$ cat src/rtl/lzc_denorm_pipe.sv
// Denormalizer: rebuilds A = N >> Z through a COUNT-stage pipelined right barrel
// shifter, undoing the normalization done alongside the leading-zero counter.
module lzc_denorm_pipe #(
    parameter int WIDTH = 16,
    parameter int COUNT = $clog2(WIDTH)
) (
    input  logic             clk,
    input  logic             rst,
    input  logic             in_valid,
    output logic             in_ready,
    input  logic [WIDTH-1:0] N,
    input  logic [COUNT:0]   Z,
    input  logic             n_V,
    output logic             out_valid,
    input  logic             out_ready,
    output logic [WIDTH-1:0] A,
    output logic             out_err
);

    generate
        if (WIDTH < 2 || (WIDTH & (WIDTH - 1)) != 0) begin : g_bad_width
            $fatal(1, "lzc_denorm_pipe: WIDTH must be a power of two >= 2");
        end
    endgenerate

    // Valid/ready: a beat moves on a rising edge when valid and ready are both high;
    // ready never looks at valid, and an offered output holds A/out_err until taken.
    logic [COUNT-1:0] valid_q;
    logic [COUNT-1:0] zero_q;
    logic [COUNT-1:0] err_q;
    logic [WIDTH-1:0] data_q [COUNT];
    logic [COUNT-1:0] zrem_q [COUNT];

    logic [COUNT-1:0] load;
    logic [COUNT-1:0] src_valid;
    logic [COUNT-1:0] src_zero;
    logic [COUNT-1:0] src_err;
    logic [WIDTH-1:0] src_data [COUNT];
    logic [COUNT-1:0] src_z [COUNT];
    logic [WIDTH-1:0] data_d [COUNT];

    // A stage may load when any stage from it to the output is empty, or the output drains.
    always_comb begin : load_chain
        logic full_tail;
        full_tail = 1'b1;
        load      = '0;
        for (int k = COUNT - 1; k >= 0; k--) begin
            full_tail = full_tail & valid_q[k];
            load[k]   = out_ready | ~full_tail;
        end
    end

    always_comb begin
        src_valid[0] = in_valid;
        src_data[0]  = N;
        src_z[0]     = Z[COUNT-1:0];
        src_zero[0]  = ~n_V | Z[COUNT];
        src_err[0]   = n_V & (Z[COUNT] | ~N[WIDTH-1]);
        for (int k = 1; k < COUNT; k++) begin
            src_valid[k] = valid_q[k-1];
            src_data[k]  = data_q[k-1];
            src_z[k]     = zrem_q[k-1];
            src_zero[k]  = zero_q[k-1];
            src_err[k]   = err_q[k-1];
        end
        for (int k = 0; k < COUNT; k++) begin
            data_d[k] = src_z[k][COUNT-1-k] ? (src_data[k] >> (2 ** (COUNT - 1 - k)))
                                            : src_data[k];
        end
    end

    // Payload only updates alongside a valid beat, so A cannot move while out_valid is low.
    always_ff @(posedge clk or posedge rst) begin
        if (rst) begin
            valid_q <= '0;
            zero_q  <= '0;
            err_q   <= '0;
            for (int k = 0; k < COUNT; k++) begin
                data_q[k] <= '0;
                zrem_q[k] <= '0;
            end
        end else begin
            for (int k = 0; k < COUNT; k++) begin
                if (load[k]) begin
                    valid_q[k] <= src_valid[k];
                    if (src_valid[k]) begin
                        data_q[k] <= data_d[k];
                        zrem_q[k] <= src_z[k];
                        zero_q[k] <= src_zero[k];
                        err_q[k]  <= src_err[k];
                    end
                end
            end
        end
    end

    logic unused_zrem;
    assign unused_zrem = ^zrem_q[COUNT-1];

    assign in_ready  = load[0];
    assign out_valid = valid_q[COUNT-1];
    assign out_err   = err_q[COUNT-1];
    assign A         = zero_q[COUNT-1] ? '0 : data_q[COUNT-1];

endmodule

$ cat config.mk
export PLATFORM = sky130hd
export DESIGN_NAME = lzc_denorm_pipe
export DESIGN_NICKNAME = d
export VERILOG_FILES = /design/src/rtl/lzc_denorm_pipe.sv
export SDC_FILE = /design/constraint.sdc
export NUM_CORES = 1
export LEC_CHECK = 0
export ABC_AREA = 1
export CORE_UTILIZATION = 60
export CTS_CLUSTER_DIAMETER = 200
export CTS_CLUSTER_SIZE = 14
export DETAILED_ROUTE_END_ITERATION = 7
export GPL_TIMING_DRIVEN = 0
export MAX_ROUTING_LAYER = met4
export PLACE_DENSITY_LB_ADDON = 0.2
export SETUP_SLACK_MARGIN = 0.2
export SLEW_MARGIN = 20
export SYNTH_ARGS = -nofsm -noshare
export SYNTH_HDL_FRONTEND = slang
export SYNTH_SLANG_ARGS = --single-unit
$ cat constraint.sdc
create_clock -name clk -period 6.05 [get_ports clk]
set_input_delay 1.21 -clock clk [delete_from_list [all_inputs] [get_ports clk]]
set_output_delay 1.21 -clock clk [all_outputs]
set_load 0.05 [all_outputs]
== After elaboration in Yosys (flattened, before gate mapping) ==
Cells that the tools add are included.
Word-level totals
  flip-flop bits (word level): 82
  bits of input ports: 26
  output and inout bits: 19
  word-level logic and storage cells: 44
Operators by class
  mux-type cells: 5
  bitwise gates (word level): 16
  reduce and logical (&&, ||, !) cells: 4
Operators with widths (count)
  two-way mux 16 bit: 5
  AND reduction 2 bit: 4
  NOT 1 bit: 6
  OR 1 bit: 6
  AND 1 bit: 4

== Logic depth before layout (Yosys ltp) ==
Gate-level depths: netlist of the first run.
  depth in word-level cells: 6
  depth in mapped cells: 7
  depth with buffers taken out: 6

== Worst setup path before layout of the first run ==
OpenSTA, ideal clock, no wires.
  path type: input port to output port
  start point: input port out_ready
  end point: output port in_ready
  arrival time: 1754 ps
  data required time: 4840 ps
  slack: 3086 ps
  stages: 3
  path buffers: 1
  path through: nor2_4 > nand3_4 > buf_2
On the way
  word-level cells in the longest chain between the ends: 1
Ends and longest elaborated chain
  from (decl): line 15  | input logic out_ready,
  OR 1 bit: line 49  | load[k] = out_ready | ~full_tail;
  to (decl): line 10  | output logic in_ready,
Every way passes these cells.

== Worst setup path in the final report of the first run ==
Ends and elaborated chain as after synthesis.

==> metrics.md, run 1 <==
| Metric | Value |
|---|---|
| Cell row count | `28` |
| Drt wl/cell | `between 10 and 15 um` |
| Final ANT Viol Nets | `0` |
| Yosys warning count | `0` |
| Syn Area/Cell | `a little under 8 sq um` |
| Slew headroom | `0.668` |
| Pwr/cell area | `between 400 and 500 mW/mm^2` |
| Sum Neg Setup Slack | `0 ns` |
| Max frequency | `about 240 MHz` |
| Most used cell, CP | `clkdlybuf4s50_1` |
| Clk network pwr share | `0.211` |
| Final worst slack | `approximately 1.9 ns` |
| DR iter-0 viols | `around 120` |
| CTS tree | `yes` |
| CTS root buffer | `clkbuf_8` |
| Final setup vio count | `0` |
| Die ar. | `0.00681 sq mm` |
| Slew Limit Fails | `0` |
| CTS Buf Count | `9` |
| Final worst path period need | `around 4.2 ns` |
| Peak VDD IR | `323 uV` |
| Post-Syn Instances | `roughly 490` |
| Status | `completed` |
| RD Place Congestion | `roughly 0.80` |
| Slew of the pin with the lowest slew margin | `~0.50 ns` |
| Hold Buf Count CTS | `0` |
| Initial core utilization | `0.638` |
| DR vias | `roughly 3200` |
| Setup bufs post-CTS | `0` |
| Sw Share | `0.391` |
| Post-synthesis cell type count | `20` |
| Die Height | `82.5 um` |
| Int Power | `about 1200 uW` |
| Final hold vios | `0` |
| Nets@finish | `573` |
| Met2 Use GR | `0.470` |
| Slowest cell on the critical path | `clkdlybuf4s50_1` |
| Core ar. | `0.00610 sq mm` |
| IO Pins | `45` |
| PortBufs | `44` |
| Resized cells post-CTS | `0` |
| Synthesized area | `between 0.003 and 0.004 sq mm` |
| Clk buf depth | `2` |
| Synth area leaders | `dfrtp_1 (53%), nand2_1 (15%), o21ai_0 (11%)` |
| M3 GR Usage | `0.0473` |
| Crit path buffers/inverters | `3` |
| Seq pwr share | `0.404` |
| Area grow syn2layout | `19.6%` |
| Critical Path AT | `about 3 ns` |
| Critical path class | `in2out` |
| Initial antenna violation count | `0` |
| Dpl ws | `between 1.5 and 2 ns` |
| Net Sw Power | `about 780 uW` |
| GRT overflow | `0` |
| DR vias/cell | `5.08` |
| # Max-Cap Violations | `0` |
| GR peak layer | `met2` |
| # fillers | `roughly 460` |
| Met1 Usage GRT | `0.285` |
| Global-route wire length before repair | `between 10000 and 15000 um` |
| DP HPWL | `5620 um` |
| Hold Path Class | `reg2reg` |
| Synth Net Count | `between 500 and 600` |
| Crit-path cells | `clkdlybuf4s50_1 > nor2_4 > nand3_4 > buf_2 > clkdlybuf4s50_1` |
| Critical Path Max Stage Delay | `~0.83 ns` |
| Reg clk slew, reported paths | `about 0.07 ns` |
| H-tree Lvls | `3` |
| Largest net degree at the start of global routing | `45` |
| Setup crit end kind | `output pin` |
| Vias in the first global route | `approximately 3000` |
| CP required | `slightly below 5 ns` |
| Worst setup SP type | `primary input` |
| Largest delay share family, worst path | `buffers and inverters` |
| Area share of the largest cell type after synthesis | `0.528` |
| Synth area leader | `dfrtp_1` |
| Clk sinks | `82` |
| Die X | `between 80 and 90 um` |
| Sequential fraction of the synthesis area | `0.528` |
| Clock Skew | `roughly 0.011 ns` |
| Share of layout cells above drive strength 1 | `0.0891` |
| Clock Latency Late Sink | `~0.35 ns` |
| Yosys reg bits | `around 80` |
| Antenna diode count | `0` |
| 1st-pass router iterations | `4` |
| Logic gate share of total power | `0.386` |
| GRT Util Overall | `0.270` |
| Critical path peak fanout | `10` |
| Drt total wl | `between 7000 and 8000 um` |
| Static Leak | `0.00226 uW` |
| Unrepaired setup endpoints after global routing | `false` |
| Period utilisation layout | `0.694` |
| Residual DRC count | `0` |
## placed cells by master (no fill, tap or decap)
cell type / count
nand3_1: 28
o21ai_0: 83
clkinv_2: 1
nand2_4: 2
nand2_2: 1
nand3_4: 1
buf_4: 1
buf_6: 7
bufinv_16: 2
dfrtp_1: 82
inv_2: 1
buf_2: 7
a21boi_0: 1
clkbuf_1: 9
nand2_1: 154
buf_1: 3
buf_12: 1
clkdlybuf4s50_1: 44
inv_4: 1
o21ai_1: 5
clkbuf_8: 10
a21oi_1: 8
or2_2: 12
nor2_1: 32
inv_1: 52
nor2_4: 2
## metal layers
metal / share of wire / vias to the layer above
li1: - / 1649
met1: 0.42 / 1420
met2: 0.50 / 81
met3: 0.037 / 28
met4: 0.042 / 0
met5: 0 / -
## through the flow
step,power [uW],instance area (sq um),hold slack (ns),utilization,std cells
global route,2150,4650,0.499,0.763,625
global placement,1540,4420,0.449,0.725,610
finish,2000,4650,0.472,0.763,625
CTS,2000,4650,0.470,0.763,625
detailed placement,1580,4440,0.452,0.729,611
floorplan,1350,3890,0.434,-,491
## registers in the layout (all words and copies together) (netlist names)
register	cells
src_z	6
data_q	64
zero_q	4
valid_q	4
err_q	4
## kinds of logic after synthesis
family	share of synthesized area
compound gates	0.126
simple gates	0.253
buf+inv	0.0940
flops	0.528
## cell usage after synthesis, drive strengths merged
| master | count |
|---|---|
| nand2 | 157 |
| o21ai | 88 |
| dfrtp | 82 |
| inv | 54 |
| nor2 | 34 |
| nand3 | 29 |
| buf | 18 |
| or2 | 12 |
| a21oi | 8 |
| clkbuf | 8 |
| a21boi | 1 |
## cell type report
type | instances | area, sq um | share of cell area
plain buffers | 26 | 163 | 0.0350
clock buffers | 11 | 141 | 0.0304
clock inverters | 3 | 65.1 | 0.0140
inverters | 54 | 205 | 0.0441
multi-input cells | 329 | 1470 | 0.316
flip-flops and latches | 82 | 2050 | 0.441
well taps | 75 | 93.8 | 0.0202
repair buffers | 45 | 460 | 0.0990
## power by group through the flow
stage,combinational (uW),clock [uW],sequential (uW)
after CTS,775,425,805
after detailed placement,765,0,812
after floorplan,548,0,805
after global placement,737,0,804
final,770,420,806
after global routing,878,450,825
## worst reg2reg max path: stages, from the launching register on
cell and delay (ns):
dfrtp_1 0.38, nand2_1 0.11, nor2_4 0.20, nand2_4 0.10, nand2_4 0.14, buf_6 0.15, nand2_1 0.07, o21ai_0 0.09
## path summary, 6_finish.rpt
kind / start / endpoint / slack (ns) / cells past startpoint
worst max register to register: valid_q[3] / data_q[37] / 4.70 / 7
worst max-delay path: out_ready / in_ready / 1.85 / 5
max in group asynchronous: rst / data_q[21] / 4.24 / 3
worst min-delay path: data_q[50] / data_q[50] / 0.47 / 2
worst min register to register: data_q[50] / data_q[50] / 0.47 / 2
min in group asynchronous: rst / err_q[0] / 1.23 / 2
No activity file was read; power rests on OpenSTA's default activity.
==> run 2: changes to the inputs <==
- CORE_UTILIZATION: 60 -> 50
- clock period: 6.05 -> 3.7 ns (I/O delays scaled with it)
==> metrics.md, run 2 (same netlist as run 1, synthesis figures left out) <==
| Metric | Value |
|---|---|
| Period utilisation layout | `0.886` |
| DP Area | `0.00448 sq mm (+0.84%)` |
| Sw Share | `0.384 (-0.00740)` |
| Core ar. | `0.00737 sq mm (+21%)` |
| Slew headroom | `0.663 (-0.00405)` |
| Logic gate share of total power | `0.384 (-0.002)` |
| Share of layout cells above drive strength 1 | `0.0891 (unchanged)` |
| Seq pwr share | `0.406 (+0.002)` |
| Global-route wire length before repair | `13000 um (-0.48%)` |
| Largest delay share family, worst path | `buffers and inverters` |
| IO Pins | `45 (unchanged)` |
| Max FFs per register | `64 (unchanged)` |
| Slowest cell on the critical path | `clkdlybuf4s50_1` |
| DR iter-0 viols | `122 (+3.4%)` |
| Slew of the pin with the lowest slew margin | `0.503 ns (+0.00605 ns)` |
| RD Place Congestion | `0.803 (+0.88%)` |
| Static Leak | `0.00226 uW (+0.15%)` |
| Drt wl/cell | `11.1 um (-9.1%)` |
| Initial antenna violation count | `0 (unchanged)` |
| Clock Latency Late Sink | `0.34 ns (about the same)` |
| Clock Skew | `0.0106 ns (-0.000539 ns)` |
| GRT overflow | `0 (unchanged)` |
| Sum Neg Setup Slack | `0 ns (unchanged)` |
| CTS Buf Count | `9 (unchanged)` |
| # fillers | `640 (+41%)` |
| Final worst slack | `0.422 ns (-1.43 ns)` |
| Die X | `90.2 um (+9.3%)` |
| Status | `completed` |
| Vias in the first global route | `2951 (-3.0%)` |
| Drt total wl | `7220 um (-5.6%)` |
| # Max-Cap Violations | `0 (unchanged)` |
| Area grow syn2layout | `20.6%` |
| Dpl ws | `0.413 ns (-1.44 ns)` |
| Die ar. | `0.00813 sq mm (+19%)` |
| Unrepaired setup endpoints after global routing | `false` |
| Pwr/cell area | `688 mW/mm^2 (+60%)` |
| Resized cells post-CTS | `0 (unchanged)` |
| Cell row count | `31 (+11%)` |
| Flip-flop and latch area | `0.00205 sq mm (unchanged)` |
| Setup bufs post-CTS | `0 (unchanged)` |
| Final setup vio count | `0 (unchanged)` |
| GRT Util Overall | `0.205 (-0.0650)` |
| DR vias/cell | `4.77 (-6.2%)` |
| Most used cell, CP | `clkdlybuf4s50_1` |
| CTS tree | `yes` |
| Peak VDD IR | `208 uV (-35%)` |
| Reg clk slew, reported paths | `0.07 ns (about the same)` |
| Critical Path AT | `2.54 ns (-0.45 ns)` |
| Clk buf depth | `2 (unchanged)` |
| Critical path class | `in2out` |
| Critical path peak fanout | `10 (unchanged)` |
| Commonest non-fill, non-tap cell in the layout | `nand2_1` |
| Total power | `3230 uW (+62%)` |
| Nets@finish | `573 (unchanged)` |
| 1st-pass router iterations | `4 (unchanged)` |
| Int Power | `1990 uW (+64%)` |
| Crit path buffers/inverters | `3 (unchanged)` |
| DR vias | `3097 (-2.5%)` |
| Antenna diode count | `0 (unchanged)` |
| Final ANT Viol Nets | `0 (unchanged)` |
| Residual DRC count | `0 (unchanged)` |
| Area taken by multi-input logic gates | `0.00147 sq mm (unchanged)` |
| CTS root buffer | `clkbuf_8` |
| Clk network pwr share | `0.210 (about the same)` |
| Slew Limit Fails | `0 (unchanged)` |
| H-tree Lvls | `3 (unchanged)` |
| Initial core utilization | `0.528 (-0.110)` |
| Critical Path Max Stage Delay | `0.84 ns (about the same)` |
| Max frequency | `just over 300 MHz` |
| CP required | `2.96 ns (-1.88 ns)` |
| Final hold vios | `0 (unchanged)` |
| Net Sw Power | `1240 uW (+59%)` |
| Setup crit end kind | `output pin` |
| Final worst path period need | `3.28 ns` |
| Largest Register | `data_q` |
| DP HPWL | `5600 um (-0.39%)` |
| Commonest cells after routing, fill and taps aside | `nand2_1 (154), o21ai_0 (83), dfrtp_1 (82)` |
| Hold Path Class | `reg2reg` |
| Crit-path cells | `clkdlybuf4s50_1 > nor2_4 > nand3_4 > buf_2 > clkdlybuf4s50_1` |
| Worst setup SP type | `primary input` |
| Die Height | `90.2 um (+9.3%)` |
| Clk sinks | `82 (unchanged)` |
| PortBufs | `44 (unchanged)` |
| Post-route cell area | `0.00469 sq mm (+0.81%)` |
| Hold Buf Count CTS | `0 (unchanged)` |
| Largest net degree at the start of global routing | `64 (+42%)` |
[run 2: cell types whose count changed in the layout (fill, tap and decap cells not counted)]
| cell | change |
|---|---|
| buf_16 | +1 |
| buf_12 | -1 |
[run 2: per-stage QoR]
step | std cells | hold WS [ns] | util
after floorplan | 491 | 0.434 | -
after global placement | 634 | 0.450 | 0.604
after detailed placement | 635 | 0.456 | 0.608
after CTS | 649 | 0.473 | 0.636
after global routing | 649 | 0.496 | 0.636
final | 649 | 0.473 | 0.636
[run 2: worst register-to-register path: stages (launching register included)]
cell	delay (ns)
dfrtp_1	0.38
nand2_1	0.11
nor2_4	0.20
nand2_4	0.10
nand2_4	0.14
buf_4	0.18
o21ai_0	0.08
[run 2: final timing paths]
path                            start         end  slack, ns  cells past startpoint
min                        data_q[50]  data_q[50]       0.47                      2
max                         out_ready    in_ready       0.42                      5
min in group asynchronous         rst    err_q[0]       0.69                      2
max reg2reg                valid_q[3]  data_q[37]       2.38                      6
min reg2reg                data_q[50]  data_q[50]       0.47                      2
max in group asynchronous         rst  data_q[13]       2.45                      3
[run 2: final cells by class]
cell class	count	share of cell area
Sequential cell	82	0.438
Multi-Input combinational cell	329	0.314
Timing Repair Buffer	45	0.0998
Inverter	54	0.0438
Buffer	26	0.0347
Clock buffer	11	0.0302
Tap cell	99	0.0264
Clock inverter	3	0.0139
[run 2: layer usage]
layer / vias to the layer above / share of wire / routed length (um) / global-route usage
li1: 1654 / - / - / -
met1: 1371 / 0.44 / 3140 / 0.224
met2: 55 / 0.52 / 3730 / 0.372
met3: 17 / 0.024 / 174 / 0.0279
met4: 0 / 0.024 / 175 / 0.0887
met5: - / 0 / 0 / -
[run 2: power groups by stage]
stage | clock network, uW | registers, uW | logic, uW
6_report | 677 | 1310 | 1240
3_5_place_dp | 0 | 1330 | 1250
5_1_grt | 724 | 1350 | 1400
3_3_place_gp | 0 | 1320 | 1210
2_1_floorplan | 0 | 1320 | 897
4_1_cts | 695 | 1310 | 1250
==> run 3: changes to the inputs <==
==> constraint.sdc (replaced) <==
create_clock -name clk -period 2.9 [get_ports clk]
set_input_delay 0.58 -clock clk [delete_from_list [all_inputs] [get_ports clk]]
set_output_delay 0.58 -clock clk [all_outputs]
set_load 0.005 [all_outputs]
==> metrics.md, run 3 (same netlist as run 1, synthesis figures left out) <==
| Metric | Value |
|---|---|
| Status | `completed` |
| Static Leak | `0.00227 uW (+0.31%)` |
| Final hold vios | `0 (unchanged)` |
| Core ar. | `0.00737 sq mm (unchanged)` |
| CTS root buffer | `clkbuf_8` |
| GRT Util Overall | `0.205 (unchanged)` |
| Critical Path AT | `2.05 ns (-0.49 ns)` |
| Placed Instances | `635 (unchanged)` |
| Antenna diode count | `0 (unchanged)` |
| CTS tree | `yes` |
| Largest Register | `data_q` |
| H-tree Lvls | `3 (unchanged)` |
| Die X | `90.2 um (unchanged)` |
| PortBufs | `44 (unchanged)` |
| Final worst path period need | `2.63 ns` |
| Setup crit end kind | `output pin` |
| Clock Latency Late Sink | `0.34 ns (about the same)` |
| Max frequency | `roughly 380 MHz` |
| Hold Path Class | `reg2reg` |
| Nets@finish | `574 (+0.17%)` |
| Final setup vio count | `0 (unchanged)` |
| Reg-to-reg slack, setup | `1.52 ns (-0.86 ns)` |
| Hold Buf Count CTS | `0 (unchanged)` |
| Slew headroom | `0.704 (+0.0407)` |
| Global-route wire length before repair | `13000 um (unchanged)` |
| Reg clk slew, reported paths | `0.07 ns (about the same)` |
| Clk sinks | `82 (unchanged)` |
| Crit-path cells | `clkdlybuf4s50_1 > nor2_4 > nand3_4 > buf_4 > clkdlybuf4s50_1` |
| Period utilisation layout | `0.906` |
| RD Place Congestion | `0.803 (unchanged)` |
| Pwr/cell area | `811 mW/mm^2 (+18%)` |
| Slowest cell on the critical path | `clkdlybuf4s50_1` |
| Slew of the pin with the lowest slew margin | `0.444 ns (-0.0595 ns)` |
| # Max-Cap Violations | `0 (unchanged)` |
| Residual DRC count | `0 (unchanged)` |
| Slew Limit Fails | `0 (unchanged)` |
| DP HPWL | `5600 um (unchanged)` |
| Most used cell, CP | `clkdlybuf4s50_1` |
| IO Pins | `45 (unchanged)` |
| Share of layout cells above drive strength 1 | `0.0907 (+0.00165)` |
| Commonest cells after routing, fill and taps aside | `nand2_1 (154), o21ai_0 (83), dfrtp_1 (82)` |
| DR vias/cell | `4.75 (-0.38%)` |
| DR vias | `3090 (-0.23%)` |
| Critical path class | `in2out` |
| GRT overflow | `0 (unchanged)` |
| Initial antenna violation count | `0 (unchanged)` |
| Final ANT Viol Nets | `0 (unchanged)` |
| Peak VDD IR | `264 uV (+27%)` |
| Critical path peak fanout | `10 (unchanged)` |
| Drt total wl | `7230 um (+0.18%)` |
| DP Area | `0.00448 sq mm (unchanged)` |
| Die Height | `90.2 um (unchanged)` |
| Die ar. | `0.00813 sq mm (unchanged)` |
| Commonest non-fill, non-tap cell in the layout | `nand2_1` |
| Area grow syn2layout | `20.9%` |
| 1st-pass router iterations | `4 (unchanged)` |
| Cell row count | `31 (unchanged)` |
| DR iter-0 viols | `140 (+15%)` |
| CP required | `2.32 ns (-0.64 ns)` |
| Clock Skew | `0.0108 ns (+0.000152 ns)` |
| Critical Path Max Stage Delay | `0.47 ns (-0.37 ns)` |
| Initial core utilization | `0.528 (unchanged)` |
| Clk buf depth | `2 (unchanged)` |
| Max FFs per register | `64 (unchanged)` |
| Post-route cell area | `0.00470 sq mm (+0.21%)` |
| Unrepaired setup endpoints after global routing | `false` |
| Vias in the first global route | `2951 (unchanged)` |
| Largest net degree at the start of global routing | `64 (unchanged)` |
| Final std cells w/o fill | `650 (+0.15%)` |
| Worst setup SP type | `primary input` |
| CTS Buf Count | `9 (unchanged)` |
| Drt wl/cell | `11.1 um (about the same)` |
run 3: changes by cell type in the layout (fill, tap and decap cells not counted), sizes merged:
cell	change
buf	+1
run 3: final cells by class:
| cell class | count | area [sq um] |
|---|---|---|
| Clock buffer | 11 | 141 |
| Clock inverter | 3 | 65.1 |
| Multi-Input combinational cell | 329 | 1470 |
| Tap cell | 99 | 124 |
| Sequential cell | 82 | 2050 |
| Buffer | 26 | 165 |
| Fill cell | 640 | 2670 |
| Inverter | 54 | 205 |
| Timing Repair Buffer | 46 | 475 |
run 3: power breakdown:
part	total [uW]	internal [uW]	switching, uW
sequential	1670	1490	184
combinational	1270	554	720
clock	865	498	368
run 3: what timing repair did:
item	CTS	global route
gates resized for setup	0	2
setup endpoints to repair	1	1
buffers inserted	0	1
pin swaps	1	1
run 3: per-stage QoR:
stage	power (uW)	hold WS [ns]	setup TNS, ns	setup slack (ns)	util
floorplan	2510	0.434	0	0.212	-
finish	3810	0.469	0	0.273	0.638
CTS	3850	0.473	0	0.220	0.636
global placement	2910	0.450	-73.21	-0.897	0.604
detailed placement	2970	0.456	0	0.203	0.608
global route	4120	0.496	0	0.203	0.638
run 3: path summary, 6_finish.rpt:
kind	from	endpoint	cells after the start
worst max register to register	valid_q[3]	data_q[22]	7
min in group asynchronous	rst	err_q[0]	2
max in group asynchronous	rst	data_q[13]	3
worst min register to register	data_q[50]	data_q[50]	2
worst min-delay path	data_q[50]	data_q[50]	2
worst max-delay path	out_ready	in_ready	5
run 3: per-layer routing:
layer	track usage	routed length, um	vias to the layer above
li1	-	-	1655
met1	0.224	3150	1367
met2	0.372	3730	51
met3	0.0279	171	17
met4	0.0887	175	0
met5	-	0	-
run 3: critical path, delay by kind of cell:
kind | cells | cell delay (ns)
buf+inv | 3 | 1.13
simple gates | 2 | 0.34
